===== config.mk =====
export PLATFORM = sky130hd
export DESIGN_NAME = vram_pixel_writer_flat
export DESIGN_NICKNAME = d
export VERILOG_FILES = /design/src/rtl/vram_pixel_writer_if.sv /design/src/rtl/vram_pixel_writer.sv /design/src/flat_wrapper.sv
export SDC_FILE = /design/constraint.sdc
export NUM_CORES = 1
export LEC_CHECK = 0
export ABC_AREA = 0
export CORE_ASPECT_RATIO = 1.25
export CORE_MARGIN = 1
export CORE_UTILIZATION = 45
export DETAILED_ROUTE_END_ITERATION = 10
export PLACE_DENSITY = 0.7
export SETUP_SLACK_MARGIN = 0.15
export SYNTH_ARGS = -nofsm -noshare
export SYNTH_HDL_FRONTEND = slang
export SYNTH_SLANG_ARGS = --single-unit
export TNS_END_PERCENT = 10

===== constraint.sdc =====
create_clock -name clk -period 3.7 [get_ports clk]
set_clock_uncertainty 0.15 [all_clocks]
set_input_delay 0.74 -clock clk [delete_from_list [all_inputs] [get_ports clk]]
set_output_delay 0.74 -clock clk [all_outputs]
set_load 0.01 [all_outputs]

===== src/rtl/vram_pixel_writer_if.sv =====
`default_nettype none
// ============================================================================
// Module      : vram_pixel_writer_if
// Description : Pixel stream plus video-RAM user-port command/write bus.
// Revision    : 1.0 - initial release
// ============================================================================
interface vram_pixel_writer_if;
  logic        pix_valid;
  logic [7:0]  pix_data;
  logic        pix_ready;

  logic        cmd_en;
  logic [2:0]  cmd_instr;
  logic [5:0]  cmd_bl;
  logic [29:0] cmd_byte_addr;
  logic        cmd_full;

  logic        wr_en;
  logic [31:0] wr_data;
  logic [3:0]  wr_mask;
  logic        wr_full;
  logic [6:0]  wr_count;

  // master: the pixel writer (sinks pixels, drives the memory port)
  modport master (
    input  pix_valid, pix_data, cmd_full, wr_full, wr_count,
    output pix_ready, cmd_en, cmd_instr, cmd_bl, cmd_byte_addr,
           wr_en, wr_data, wr_mask
  );

  modport slave (
    output pix_valid, pix_data, cmd_full, wr_full, wr_count,
    input  pix_ready, cmd_en, cmd_instr, cmd_bl, cmd_byte_addr,
           wr_en, wr_data, wr_mask
  );
endinterface
`default_nettype wire


===== src/rtl/vram_pixel_writer.sv =====
`default_nettype none
// ============================================================================
// Module      : vram_pixel_writer
// Description : Packs 8-bit pixels into 32-bit words and writes one frame
//               linearly from BASE_ADDR in bursts through a video-RAM port.
//               Optional VRAM_WRITER_KEYMASK_EN: pixels equal to KEY are masked.
// Revision    : 1.0 - initial release
// ============================================================================
module vram_pixel_writer #(
  parameter int unsigned BASE_ADDR   = 0,
  parameter int unsigned BURST_WORDS = 32,
  parameter int unsigned FRAME_WORDS = 76800,
  parameter logic [7:0]  KEY         = 8'h00
) (
  input  wire logic clk,
  input  wire logic reset,
  input  wire logic calib_done,
  input  wire logic start,
  output logic      busy,
  output logic      frame_done,
  vram_pixel_writer_if.master bus
);

  localparam int unsigned           c_word_w      = $clog2(FRAME_WORDS + 1);
  localparam logic [c_word_w-1:0]   c_frame_words = c_word_w'(FRAME_WORDS);
  localparam logic [6:0]            c_burst_words = 7'(BURST_WORDS);
  localparam logic [29:0]           c_base        = 30'(BASE_ADDR);

  typedef enum logic [1:0] {
    S_IDLE = 2'd0,
    S_FILL = 2'd1,
    S_CMD  = 2'd2,
    S_DONE = 2'd3
  } state_t;

  state_t              r_state;
  logic [1:0]          r_lane;
  logic [c_word_w-1:0] r_word_cnt;
  logic [c_word_w-1:0] r_burst_base;
  logic [6:0]          r_burst_cnt;
  logic [23:0]         r_pix;
  logic                r_busy;
  logic                r_frame_done;
  logic                r_cmd_en;
  logic [5:0]          r_cmd_bl;
  logic [29:0]         r_cmd_addr;
  logic                r_wr_en;
  logic [31:0]         r_wr_data;

  logic                w_lane3_ok;
  logic                w_pix_ready;
  logic                w_accept;
  logic [c_word_w-1:0] w_word_next;
  logic [6:0]          w_burst_next;
  logic                w_burst_end;
  logic [29:0]         w_burst_off;

  // One FIFO slot is held back so the registered push can never overflow.
  assign w_lane3_ok   = !bus.wr_full && (bus.wr_count < 7'd63);
  assign w_pix_ready  = (r_state == S_FILL) && ((r_lane != 2'd3) || w_lane3_ok);
  assign w_accept     = w_pix_ready && bus.pix_valid;
  assign w_word_next  = r_word_cnt + 1'b1;
  assign w_burst_next = r_burst_cnt + 7'd1;
  assign w_burst_end  = (w_burst_next == c_burst_words) || (w_word_next == c_frame_words);
  assign w_burst_off  = 30'(r_burst_base) << 2;

  always_ff @(posedge clk or negedge reset) begin
    if (!reset) begin
      r_state      <= S_IDLE;
      r_lane       <= 2'd0;
      r_word_cnt   <= '0;
      r_burst_base <= '0;
      r_burst_cnt  <= 7'd0;
      r_pix        <= 24'd0;
      r_busy       <= 1'b0;
      r_frame_done <= 1'b0;
      r_cmd_en     <= 1'b0;
      r_cmd_bl     <= 6'd0;
      r_cmd_addr   <= 30'd0;
      r_wr_en      <= 1'b0;
      r_wr_data    <= 32'd0;
    end else begin
      r_wr_en      <= 1'b0;
      r_cmd_en     <= 1'b0;
      r_frame_done <= 1'b0;
      case (r_state)
        S_IDLE: begin
          if (start && calib_done) begin
            r_state      <= S_FILL;
            r_busy       <= 1'b1;
            r_lane       <= 2'd0;
            r_word_cnt   <= '0;
            r_burst_base <= '0;
            r_burst_cnt  <= 7'd0;
          end
        end
        S_FILL: begin
          if (w_accept) begin
            r_lane <= r_lane + 2'd1;
            case (r_lane)
              2'd0: r_pix[7:0]   <= bus.pix_data;
              2'd1: r_pix[15:8]  <= bus.pix_data;
              2'd2: r_pix[23:16] <= bus.pix_data;
              default: begin
                r_wr_data   <= {bus.pix_data, r_pix};
                r_wr_en     <= 1'b1;
                r_word_cnt  <= w_word_next;
                r_burst_cnt <= w_burst_next;
                if (w_burst_end) begin
                  r_state <= S_CMD;
                end
              end
            endcase
          end
        end
        S_CMD: begin
          if (!bus.cmd_full) begin
            r_cmd_en     <= 1'b1;
            r_cmd_bl     <= 6'(r_burst_cnt - 7'd1);
            r_cmd_addr   <= c_base + w_burst_off;
            r_burst_base <= r_word_cnt;
            r_burst_cnt  <= 7'd0;
            r_state      <= (r_word_cnt == c_frame_words) ? S_DONE : S_FILL;
          end
        end
        default: begin
          r_frame_done <= 1'b1;
          r_busy       <= 1'b0;
          r_state      <= S_IDLE;
        end
      endcase
    end
  end

`ifdef VRAM_WRITER_KEYMASK_EN
  logic [2:0] r_key_acc;
  logic [3:0] r_wr_mask;

  // Mask bits travel with their pixels and are published with the word.
  always_ff @(posedge clk or negedge reset) begin
    if (!reset) begin
      r_key_acc <= 3'd0;
      r_wr_mask <= 4'd0;
    end else if ((r_state == S_FILL) && w_accept) begin
      case (r_lane)
        2'd0:    r_key_acc[0] <= (bus.pix_data == KEY);
        2'd1:    r_key_acc[1] <= (bus.pix_data == KEY);
        2'd2:    r_key_acc[2] <= (bus.pix_data == KEY);
        default: r_wr_mask    <= {(bus.pix_data == KEY), r_key_acc};
      endcase
    end
  end

  assign bus.wr_mask = r_wr_mask;
`else
  logic w_unused_key;
  assign w_unused_key = ^KEY;
  assign bus.wr_mask  = 4'b0000;
`endif

  assign bus.pix_ready     = w_pix_ready;
  assign bus.cmd_en        = r_cmd_en;
  assign bus.cmd_instr     = 3'b000;
  assign bus.cmd_bl        = r_cmd_bl;
  assign bus.cmd_byte_addr = r_cmd_addr;
  assign bus.wr_en         = r_wr_en;
  assign bus.wr_data       = r_wr_data;
  assign busy              = r_busy;
  assign frame_done        = r_frame_done;

endmodule
`default_nettype wire


===== src/flat_wrapper.sv =====
// flat-port wrapper written by rule: the top's interface ports become plain ports
module vram_pixel_writer_flat 
#(
  parameter int unsigned BASE_ADDR   = 0,
  parameter int unsigned BURST_WORDS = 32,
  parameter int unsigned FRAME_WORDS = 76800,
  parameter logic [7:0]  KEY         = 8'h00
)
  (clk, reset, calib_done, start, busy, frame_done, bus_pix_valid, bus_pix_data, bus_cmd_full, bus_wr_full, bus_wr_count, bus_pix_ready, bus_cmd_en, bus_cmd_instr, bus_cmd_bl, bus_cmd_byte_addr, bus_wr_en, bus_wr_data, bus_wr_mask);
  vram_pixel_writer_if bus_i ();
  input  wire logic clk;
  input  wire logic reset;
  input  wire logic calib_done;
  input  wire logic start;
  output logic busy;
  output logic frame_done;
  input wire logic [$bits(bus_i.pix_valid)-1:0] bus_pix_valid;
  input wire logic [$bits(bus_i.pix_data)-1:0] bus_pix_data;
  input wire logic [$bits(bus_i.cmd_full)-1:0] bus_cmd_full;
  input wire logic [$bits(bus_i.wr_full)-1:0] bus_wr_full;
  input wire logic [$bits(bus_i.wr_count)-1:0] bus_wr_count;
  output wire logic [$bits(bus_i.pix_ready)-1:0] bus_pix_ready;
  output wire logic [$bits(bus_i.cmd_en)-1:0] bus_cmd_en;
  output wire logic [$bits(bus_i.cmd_instr)-1:0] bus_cmd_instr;
  output wire logic [$bits(bus_i.cmd_bl)-1:0] bus_cmd_bl;
  output wire logic [$bits(bus_i.cmd_byte_addr)-1:0] bus_cmd_byte_addr;
  output wire logic [$bits(bus_i.wr_en)-1:0] bus_wr_en;
  output wire logic [$bits(bus_i.wr_data)-1:0] bus_wr_data;
  output wire logic [$bits(bus_i.wr_mask)-1:0] bus_wr_mask;
  assign bus_i.pix_valid = bus_pix_valid;
  assign bus_i.pix_data = bus_pix_data;
  assign bus_i.cmd_full = bus_cmd_full;
  assign bus_i.wr_full = bus_wr_full;
  assign bus_i.wr_count = bus_wr_count;
  assign bus_pix_ready = bus_i.pix_ready;
  assign bus_cmd_en = bus_i.cmd_en;
  assign bus_cmd_instr = bus_i.cmd_instr;
  assign bus_cmd_bl = bus_i.cmd_bl;
  assign bus_cmd_byte_addr = bus_i.cmd_byte_addr;
  assign bus_wr_en = bus_i.wr_en;
  assign bus_wr_data = bus_i.wr_data;
  assign bus_wr_mask = bus_i.wr_mask;
  vram_pixel_writer #(.BASE_ADDR(BASE_ADDR), .BURST_WORDS(BURST_WORDS), .FRAME_WORDS(FRAME_WORDS), .KEY(KEY)) u_core (.clk(clk), .reset(reset), .calib_done(calib_done), .start(start), .busy(busy), .frame_done(frame_done), .bus(bus_i));
endmodule

==> results of run 1 <==
[how the worst max path moves through the flow]
| stage | to | slack, ps | depth (start not counted) |
|---|---|---|---|
| 2_1_floorplan | bus_pix_ready | 1320 | 6 |
| 3_3_place_gp | u_core.r_burst_cnt[3] | 530 | 7 |
| 3_5_place_dp | u_core.r_burst_cnt[3] | 470 | 7 |
| 4_1_cts | bus_pix_ready | 370 | 5 |
| 5_1_grt | bus_pix_ready | 280 | 5 |
| 6_report | bus_pix_ready | 350 | 5 |
[worst max-delay path, stage by stage, from the launching register on]
cell and delay, ps:
dfrtp_1 430, inv_1 100, ha_1 380, inv_1 350, a21oi_1 230, clkdlybuf4s50_1 560
[power groups by stage]
stage / sequential, uW / clock (uW) / combinational [uW]
finish: 1890 / 1760 / 843
global route: 1930 / 1850 / 911
CTS: 1890 / 1790 / 856
detailed placement: 1910 / 0 / 848
global placement: 1890 / 0 / 819
floorplan: 1890 / 0 / 443
[cell type report]
type | instances | area share [%]
sequential | 128 | 42.9
timing repair buffer | 88 | 11.7
clock buffer | 17 | 5.70
clock inverter | 15 | 2.76
tap | 168 | 2.82
inverter | 13 | 0.653
multi-input combinational | 368 | 33.5
[metrics by stage]
| step | area (sq um) | hold WS (ps) | worst slack (ps) | total power, uW | std cells |
|---|---|---|---|---|---|
| after global routing | 7470 | 284 | 277 | 4690 | 797 |
| after CTS | 7470 | 244 | 368 | 4540 | 797 |
| final | 7470 | 226 | 349 | 4490 | 797 |
| after global placement | 6840 | 307 | 532 | 2710 | 765 |
| after detailed placement | 6840 | 306 | 474 | 2760 | 765 |
| after floorplan | 6040 | 289 | 1320 | 2330 | 559 |
[kinds of logic (layout without fill, tap and decap cells)]
| family | Yosys count | after routing | share of synthesized area, % |
|---|---|---|---|
| buffers and inverters | 63 | 133 | 5.70 |
| adder cells (fa/ha/maj) | 14 | 14 | 2.93 |
| AND/OR/NAND/NOR | 169 | 169 | 13.9 |
| multiplexers | 61 | 61 | 11.5 |
| AO/OA/AOI/OAI | 97 | 97 | 11.2 |
| flip-flops | 128 | 128 | 53.6 |
| XOR/XNOR | 7 | 7 | 1.03 |
| other | 1 | 20 | 0.0628 |
[state kept, by name (all words and copies together) (netlist names)]
name                      count
u_core.bus.cmd_bl             6
u_core.bus.cmd_byte_addr     17
u_core.bus.cmd_en             1
u_core.bus.wr_data           32
u_core.bus.wr_en              1
u_core.busy                   1
u_core.frame_done             1
u_core.r_burst_base          17
u_core.r_burst_cnt            7
u_core.r_lane                 2
u_core.r_pix                 24
u_core.r_state                2
u_core.r_word_cnt            17
[routing by layer]
metal / vias up / GRT usage, %
met5: - / 0
met4: 0 / 8.62
met3: 24 / 4.56
met2: 122 / 34.4
met1: 2103 / 23.7
li1: 2018 / -
[Yosys cell counts (3+ instances only)]
cell	n	share of area, %
clkbuf_1	12	0.75
nand2_1	86	5.4
a32o_1	3	0.50
a21oi_1	13	1.1
buf_4	21	2.6
mux2_2	58	11
dfrtp_1	128	54
nor2_1	19	1.2
nand3_1	16	1.3
and2_1	6	0.63
nor3_1	4	0.34
nand2b_1	3	0.31
o31ai_1	5	0.63
o21ai_0	32	2.7
nand4_1	7	0.73
ha_1	14	2.9
a22o_1	19	2.8
a31oi_1	4	0.42
inv_1	12	0.75
and3_1	5	0.52
buf_2	14	1.2
xnor2_1	5	0.73
==> results by group, run 1 <==
Timing
  • Slew margin rel.: 17.3%
  • RSZ-0062 raised after global routing: false
  • Final Setup Violations: 0
  • Final Cycle Share: between 90% and 100%
  • Slew Viols, Final: 0
  • Worst Tran Pin Value: 1230 ps
  • Setup TNS: 0 ps
  • Min Tclk post-route: 3350 ps
  • FMAX: 298 MHz
  • Final Hold Viols: 0

Global route
  • Vias in the first global route: approximately 4200
  • Largest net degree at the start of global routing: 59
  • Initial antenna violation count: 0
  • Total GRT Usage: between 10% and 20%
  • First-pass GRT wire length: approximately 21000 um
  • Remaining global-route overflow: 0

Logic synthesis
  • Ys async rst share: 100%
  • EDFF count, synth: 0
  • Synthesized area per cell: approximately 11 sq um
  • Seq/Total Area, Yosys: 53.6%
  • Synth Cell Area: about 6000 sq um
  • Most used DFF post-synth: dfrtp_1
  • Yosys reg bits: between 100 and 150
  • Netlist cell types: 64
  • Synth Warn #: 0
  • Mapped Cells: 540

Pwr
  • VDD IR-drop max: around 320 uV
  • Logic gate share of total power: approximately a fifth
  • Pwr dens: between 600 and 700 nW/um^2
  • Clock power frac: 39.2%
  • P_sw: 1170 uW
  • Seq pwr share: between 40% and 50%
  • Leak: 0.00339 uW
  • Sw Share: 26.2%
  • Cell Int Power: between 3000 and 4000 uW

Floorplanning
  • # IOs: between 100 and 150
  • Num rows: between 40 and 50
  • Initial Util: 46.5%
  • Core area: ~13000 sq um
  • Die H: 131 um
  • Die W: about 110 um
  • Full die area: approximately 14000 sq um

Drt
  • Vias per cell: around 5.4
  • DRC: 0
  • Met1 WL: roughly 5500 um
  • Final ANT Viol Nets: 0
  • Top routing layer in use: met4
  • First drt pass iteration count: 4
  • Met2 wire len: 6610 um
  • Final wirelength: 12900 um
  • DRT iter0 DRCs: 288
  • Total number of vias: about 4300
  • Wire length per cell: 16.1 um
  • Met3 WL: about 510 um

Clock network
  • Gates resized, CTS repair: 0
  • TritonCTS Buffers: 17
  • CTS Hold Bufs: 0
  • Clk buf depth: 2
  • Clk_lat worst skew: about 400 ps
  • H-tree Lvls: 4
  • CTS sink cnt: roughly 130
  • CTS tree: done
  • Worst-path clk slew: around 60 ps
  • Post-CTS setup repair buffer count: 0
  • Clock root buffer: clkbuf_16

Finish
  • Multi-input logic area: 2500 sq um
  • Ant. Diodes: 0
  • Storage cell area: 3200 sq um
  • Most common cell after layout, fill and taps aside: dfrtp_1
  • Core Util, Final: 58.2%
  • Most frequent cells in the layout: dfrtp_1, nand2_1, clkdlybuf4s50_1
  • Share of layout cells above drive strength 1: 18.1%
  • Synthesis-to-finish area growth: 25.0%
  • Final nets: 652
  • Fillers: a little over 1000

Critical path
  • CP startpoint: u_core.r_state[1]
  • Reg-to-reg slack, setup: a little over 700 ps
  • Worst EP required: 2810 ps
  • CP Capture Type: output port
  • Worst Path Arrival: ~2500 ps
  • Critical Path Source Type: flip-flop
  • Kind of critical path: flip-flop to output port
  • Reg2reg end: u_core.r_word_cnt[13]
  • Worst r2r src: u_core.r_state[1]
  • Crit path max fanout: 13
  • Worst Reg-to-Reg Cells: 10

Hold path
  • Hold Path Class: primary input to asynchronous set/reset pin

Status
  • Outcome: finished clean

Placement
  • Dpl hpwl: roughly 8900 um
  • Global placer's final weighted congestion: a little under 0.9
  • Input/output buffers: about 80

Flow run
  • Max-Cap Viols: 0
No activity file was read; power rests on OpenSTA's default activity.
==> run 2, diff against run 1 <==
PLACE_DENSITY = 0.72   (was 0.7)
clock period = 3.05 ns   (was 3.7 ns; I/O delays follow)
==> results by group, run 2 (synthesized netlist as in run 1, its figures left out) <==
Floorplanning
  • Num rows: 46 (unchanged)
  • Core area: 12800 sq um (unchanged)
  • Die W: 105 um (unchanged)
  • Die H: 131 um (unchanged)
  • Initial Util: 46.5% (unchanged)
  • Full die area: 13700 sq um (unchanged)
  • # IOs: 102 (unchanged)

Timing
  • Hold slack: 127 ps (-99.3 ps)
  • Worst Tran Pin Value: 1130 ps (-104 ps)
  • Final Setup Violations: 0 (unchanged)
  • FMAX: between 300 and 400 MHz
  • Min Tclk post-route: 2820 ps
  • Final Hold Viols: 0 (unchanged)
  • Final Cycle Share: between 90 and 100%
  • Setup ws final: 226 ps (-122 ps)
  • Setup TNS: 0 ps (unchanged)
  • Slew Viols, Final: 0 (unchanged)
  • RSZ-0062 raised after global routing: true
  • Slew margin rel.: 24.5% (+7.2 points)

Clock network
  • Gates resized, CTS repair: 1 (+1)
  • Post-CTS setup repair buffer count: 0 (unchanged)
  • CTS sink cnt: 128 (unchanged)
  • Worst-path clk slew: 60 ps (about the same)
  • CTS tree: done
  • Clk buf depth: 2 (unchanged)
  • Clock root buffer: clkbuf_16
  • H-tree Lvls: 4 (unchanged)
  • CTS Hold Bufs: 0 (unchanged)
  • TritonCTS Buffers: 17 (unchanged)
  • Clk_lat worst skew: 410 ps (about the same)

Drt
  • DRC: 0 (unchanged)
  • Final wirelength: 13000 um (+1.1%)
  • Final ANT Viol Nets: 0 (unchanged)
  • Total number of vias: 4264 (-0.070%)
  • First drt pass iteration count: 4 (unchanged)
  • Wire length per cell: 16.2 um (+0.64%)
  • DRT iter0 DRCs: 296 (+2.8%)
  • Vias per cell: 5.32 (-0.57%)

Placement
  • Dpl hpwl: 9060 um (+1.3%)
  • Global placer's final weighted congestion: 0.875 (+1.3%)
  • Input/output buffers: 81 (unchanged)
  • Placed cell count: 769 (+0.52%)
  • Pre-CTS WS: 150 ps (-324 ps)

Pwr
  • Leak: 0.00340 uW (+0.37%)
  • Pwr dens: 729 nW/um^2 (+21%)
  • VDD IR-drop max: 390 uV (+20%)

Global route
  • Total GRT Usage: 20.6% (+0.79 points)
  • First-pass GRT wire length: 21800 um (+4.1%)
  • Remaining global-route overflow: 0 (unchanged)
  • Initial antenna violation count: 0 (unchanged)
  • Largest net degree at the start of global routing: 66 (+12%)
  • Vias in the first global route: 4291 (+2.5%)

Critical path
  • Worst EP required: 2290 ps (-520 ps)
  • Crit path max fanout: 3 (-10)
  • CP Capture Type: output port
  • Max incr delay on CP: 500 ps (-60 ps)
  • Worst Path Arrival: 2060 ps (-400 ps)
  • Critical Path Source Type: primary input
  • Kind of critical path: primary input to output port
  • Crit-path cells: clkdlybuf4s50_1 > nand4_1 > o21ai_0 > a21oi_1 > clkdlybuf4s50_1
  • Worst path most repeated cell: clkdlybuf4s50_1
  • Worst Reg-to-Reg Cells: 8 (-2)
  • Slowest library cell on the worst path: clkdlybuf4s50_1

Finish
  • Synthesis-to-finish area growth: 25.5%
  • Multi-input logic area: 2500 sq um (+0.20%)
  • Cell Count, Final, Fillers Out: 801 (+0.50%)
  • Most frequent cells in the layout: dfrtp_1, nand2_1, clkdlybuf4s50_1
  • Share of layout cells above drive strength 1: 18.8% (+0.68 points)
  • Storage cell area: 3200 sq um (unchanged)
  • Ant. Diodes: 0 (unchanged)
  • Core Util, Final: 58.4% (+0.23 points)
  • Final nets: 656 (+0.61%)
  • Max reg flops: 32 (unchanged)
  • Most common cell after layout, fill and taps aside: dfrtp_1
  • Fillers: 1004 (-3.3%)

Status
  • Outcome: finished clean

Flow run
  • Max-Cap Viols: 0 (unchanged)

Hold path
  • Hold Path Class: primary input to asynchronous set/reset pin
run 2: cell count changes in the layout (fill, tap and decap cells not counted), sizes merged:
cell      delta
clkinvlp     +1
clkbuf       +2
buf          +4
inv          -1
clkinv       -2
run 2: final timing paths:
path	from	endpoint	slack (ps)
setup / recovery	bus_wr_count[0]	bus_pix_ready	230
hold / removal	reset	u_core.r_pix[11]	130
setup reg to reg	u_core.r_state[0]	u_core.r_state[1]	400
hold reg to reg	u_core.r_burst_base[10]	u_core.bus.cmd_byte_addr[12]	320
max in group asynchronous	reset	u_core.r_lane[1]	1880
min in group clk	u_core.r_burst_base[10]	u_core.bus.cmd_byte_addr[12]	320
run 2: area by class of cell:
class / instances / area share [%]
Inverter: 13 / 0.651
Timing Repair Buffer: 92 / 12.0
Sequential cell: 128 / 42.7
Tap cell: 168 / 2.80
Multi-Input combinational cell: 368 / 33.4
Clock buffer: 19 / 5.91
Clock inverter: 13 / 2.45
run 2: layer usage:
layer  vias to the layer above  global-route usage [%]  share of wire (%)
met4                         0                    8.62                2.0
li1                       2019                       -                  -
met2                       116                    35.5                 51
met5                         -                       0                  0
met3                        23                    4.86                3.1
met1                      2106                    25.0                 43
run 2: critical path, delay by kind of cell:
family | cells | cell delay, ps
buffers and inverters | 2 | 960
AOI/OAI and AO/OA | 2 | 370
and+or+nand+nor | 1 | 130
run 2: per-stage QoR:
| step | instance area [sq um] | total power [uW] |
|---|---|---|
| finish | 7500 | 5460 |
| global route | 7500 | 5720 |
| CTS | 7490 | 5510 |
| detailed placement | 6870 | 3350 |
| global placement | 6870 | 3300 |
| floorplan | 6040 | 2830 |
run 2: where the power goes:
part | internal [uW] | switching [uW]
clock | 1390 | 744
sequential | 2030 | 259
combinational | 626 | 419
==> run 3, diff against run 2 <==
--- a/config.mk
+++ b/config.mk
@@ -11,2 +11,4 @@
 export CORE_UTILIZATION = 45
+export CTS_CLUSTER_DIAMETER = 40
+export CTS_CLUSTER_SIZE = 8
 export DETAILED_ROUTE_END_ITERATION = 10
--- a/constraint.sdc
+++ b/constraint.sdc
@@ -4,2 +4,2 @@
 set_output_delay 0.61 -clock clk [all_outputs]
-set_load 0.01 [all_outputs]
+set_load 0.05 [all_outputs]
==> results by group, run 3 (synthesized netlist as in run 1, its figures left out) <==
Drt
  • DRC: 0 (unchanged)
  • First drt pass iteration count: 4 (unchanged)
  • Wire length per cell: 16.6 um (+2.1%)
  • Vias per cell: 5.39 (+1.3%)
  • Final ANT Viol Nets: 0 (unchanged)
  • Total number of vias: 4321 (+1.3%)
  • Final wirelength: 13300 um (+2.1%)
  • DRT iter0 DRCs: 331 (+12%)

Finish
  • Most frequent cells in the layout: dfrtp_1, nand2_1, clkdlybuf4s50_1
  • Most common cell after layout, fill and taps aside: dfrtp_1
  • Ant. Diodes: 0 (unchanged)
  • Storage cell area: 3200 sq um (unchanged)
  • Multi-input logic area: 2500 sq um (-0.20%)
  • Max reg flops: 32 (unchanged)
  • Synthesis-to-finish area growth: 25.5% (about the same)
  • Fillers: 1025 (+2.1%)
  • Final nets: 656 (unchanged)
  • Share of layout cells above drive strength 1: 18.8% (unchanged)

Timing
  • Final Setup Violations: 0 (unchanged)
  • Setup ws final: 278 ps (+51.2 ps)
  • Final Cycle Share: 90.9% (-1.7 points)
  • Slew margin rel.: 23.5% (-1.0 points)
  • Setup TNS: 0 ps (unchanged)
  • FMAX: 361 MHz (+1.8%)
  • Slew Viols, Final: 0 (unchanged)
  • Final Hold Viols: 0 (unchanged)
  • Min Tclk post-route: 2770 ps (-51.2 ps)
  • RSZ-0062 raised after global routing: false
  • Worst Tran Pin Value: 1140 ps (+15.0 ps)

Clock network
  • CTS sink cnt: 128 (unchanged)
  • TritonCTS Buffers: 17 (unchanged)
  • Gates resized, CTS repair: 0 (-1)
  • CTS Hold Bufs: 0 (unchanged)
  • H-tree Lvls: 4 (unchanged)
  • Clock root buffer: clkbuf_16
  • CTS tree: done
  • Clk_lat worst skew: 420 ps (about the same)
  • Clk buf depth: 2 (unchanged)
  • Post-CTS setup repair buffer count: 0 (unchanged)
  • Worst-path clk slew: 60 ps (about the same)

Critical path
  • Worst EP required: 2290 ps (about the same)
  • Reg-to-reg slack, setup: 380 ps (-20 ps)
  • Worst Path Arrival: 2010 ps (-50 ps)
  • Crit path max fanout: 12 (+9)
  • Kind of critical path: flip-flop to output port
  • Reg2reg end: u_core.r_burst_cnt[3]
  • Worst r2r src: u_core.r_state[0]
  • Critical Path Source Type: flip-flop
  • Worst Reg-to-Reg Cells: 8 (unchanged)
  • CP Capture Type: output port

Global route
  • Largest net degree at the start of global routing: 65 (-1.5%)
  • Initial antenna violation count: 0 (unchanged)
  • First-pass GRT wire length: 21900 um (+0.44%)
  • Vias in the first global route: 4218 (-1.7%)
  • Total GRT Usage: 20.7% (+0.11 points)
  • Remaining global-route overflow: 0 (unchanged)

Floorplanning
  • # IOs: 102 (unchanged)
  • Initial Util: 46.5% (unchanged)
  • Die H: 131 um (unchanged)
  • Die W: 105 um (unchanged)
  • Num rows: 46 (unchanged)
  • Full die area: 13700 sq um (unchanged)
  • Core area: 12800 sq um (unchanged)

Pwr
  • VDD IR-drop max: 540 uV (+38%)
  • Leak: 0.00340 uW (about the same)
  • Pwr dens: 798 nW/um^2 (+9.4%)

Placement
  • Dpl hpwl: 9240 um (+2.0%)
  • Pre-CTS WS: 145 ps (-5.52 ps)
  • Global placer's final weighted congestion: 0.851 (-2.8%)
  • Input/output buffers: 81 (unchanged)

Flow run
  • Max-Cap Viols: 0 (unchanged)

Status
  • Outcome: finished clean

Hold path
  • Hold Path Class: primary input to asynchronous set/reset pin
-- run 3: changes by cell type in the layout (fill, tap and decap cells not counted), moves of 2 or more --
cell	before	now
bufinv_16	4	2
clkinv_4	0	5
clkinv_2	3	0
buf_12	1	3
inv_8	0	3
-- run 3: power breakdown --
| part | internal, uW | switching (uW) | total [uW] |
|---|---|---|---|
| combinational | 627 | 998 | 1630 |
| clock | 1230 | 816 | 2050 |
| sequential | 2030 | 277 | 2300 |
-- run 3: worst max-delay path by stage --
stage                 startpoint  cells after the start          endpoint  slack, ps
3_5_place_dp     bus_wr_count[6]                      6  u_core.r_pix[18]        140
3_3_place_gp     bus_wr_count[6]                      6  u_core.r_pix[23]        210
5_1_grt        u_core.r_state[1]                      6     bus_pix_ready        170
4_1_cts        u_core.r_state[1]                      6     bus_pix_ready        260
2_1_floorplan  u_core.r_state[1]                      6     bus_pix_ready        240
6_report       u_core.r_state[1]                      6     bus_pix_ready        280
-- run 3: layout make-up --
type | instances | share of cell area (%)
clock buffers | 17 | 5.68
clock inverters | 15 | 2.39
inverters | 13 | 0.651
multi-input cells | 368 | 33.4
flip-flops and latches | 128 | 42.8
well taps | 168 | 2.81
repair buffers | 92 | 12.4
-- run 3: stage by stage --
stage	utilization [%]	cells	instance area [sq um]	power (uW)	hold slack, ps
after global placement	53.7	769	6890	3880	310
after CTS	58.4	801	7490	6010	38.0
final	58.4	801	7490	5980	31.0
after global routing	58.4	801	7490	6210	70.0
after detailed placement	53.7	769	6890	3940	315
after floorplan	-	559	6040	3390	164
-- run 3: layer usage --
metal / vias to the layer above / wire length, um / global-route usage, % / share of wire (%)
met2: 116 / 6850 / 35.4 / 52
met5: - / 0 / 0 / 0
li1: 2018 / - / - / -
met3: 15 / 521 / 4.46 / 3.9
met1: 2172 / 5740 / 25.9 / 43
met4: 0 / 176 / 7.79 / 1.3
-- run 3: critical path, cell delays in order (launching register included) --
cell and delay (ps):
dfrtp_1 430, inv_1 100, ha_1 300, buf_4 250, inv_1 70, a21oi_1 270, buf_12 180
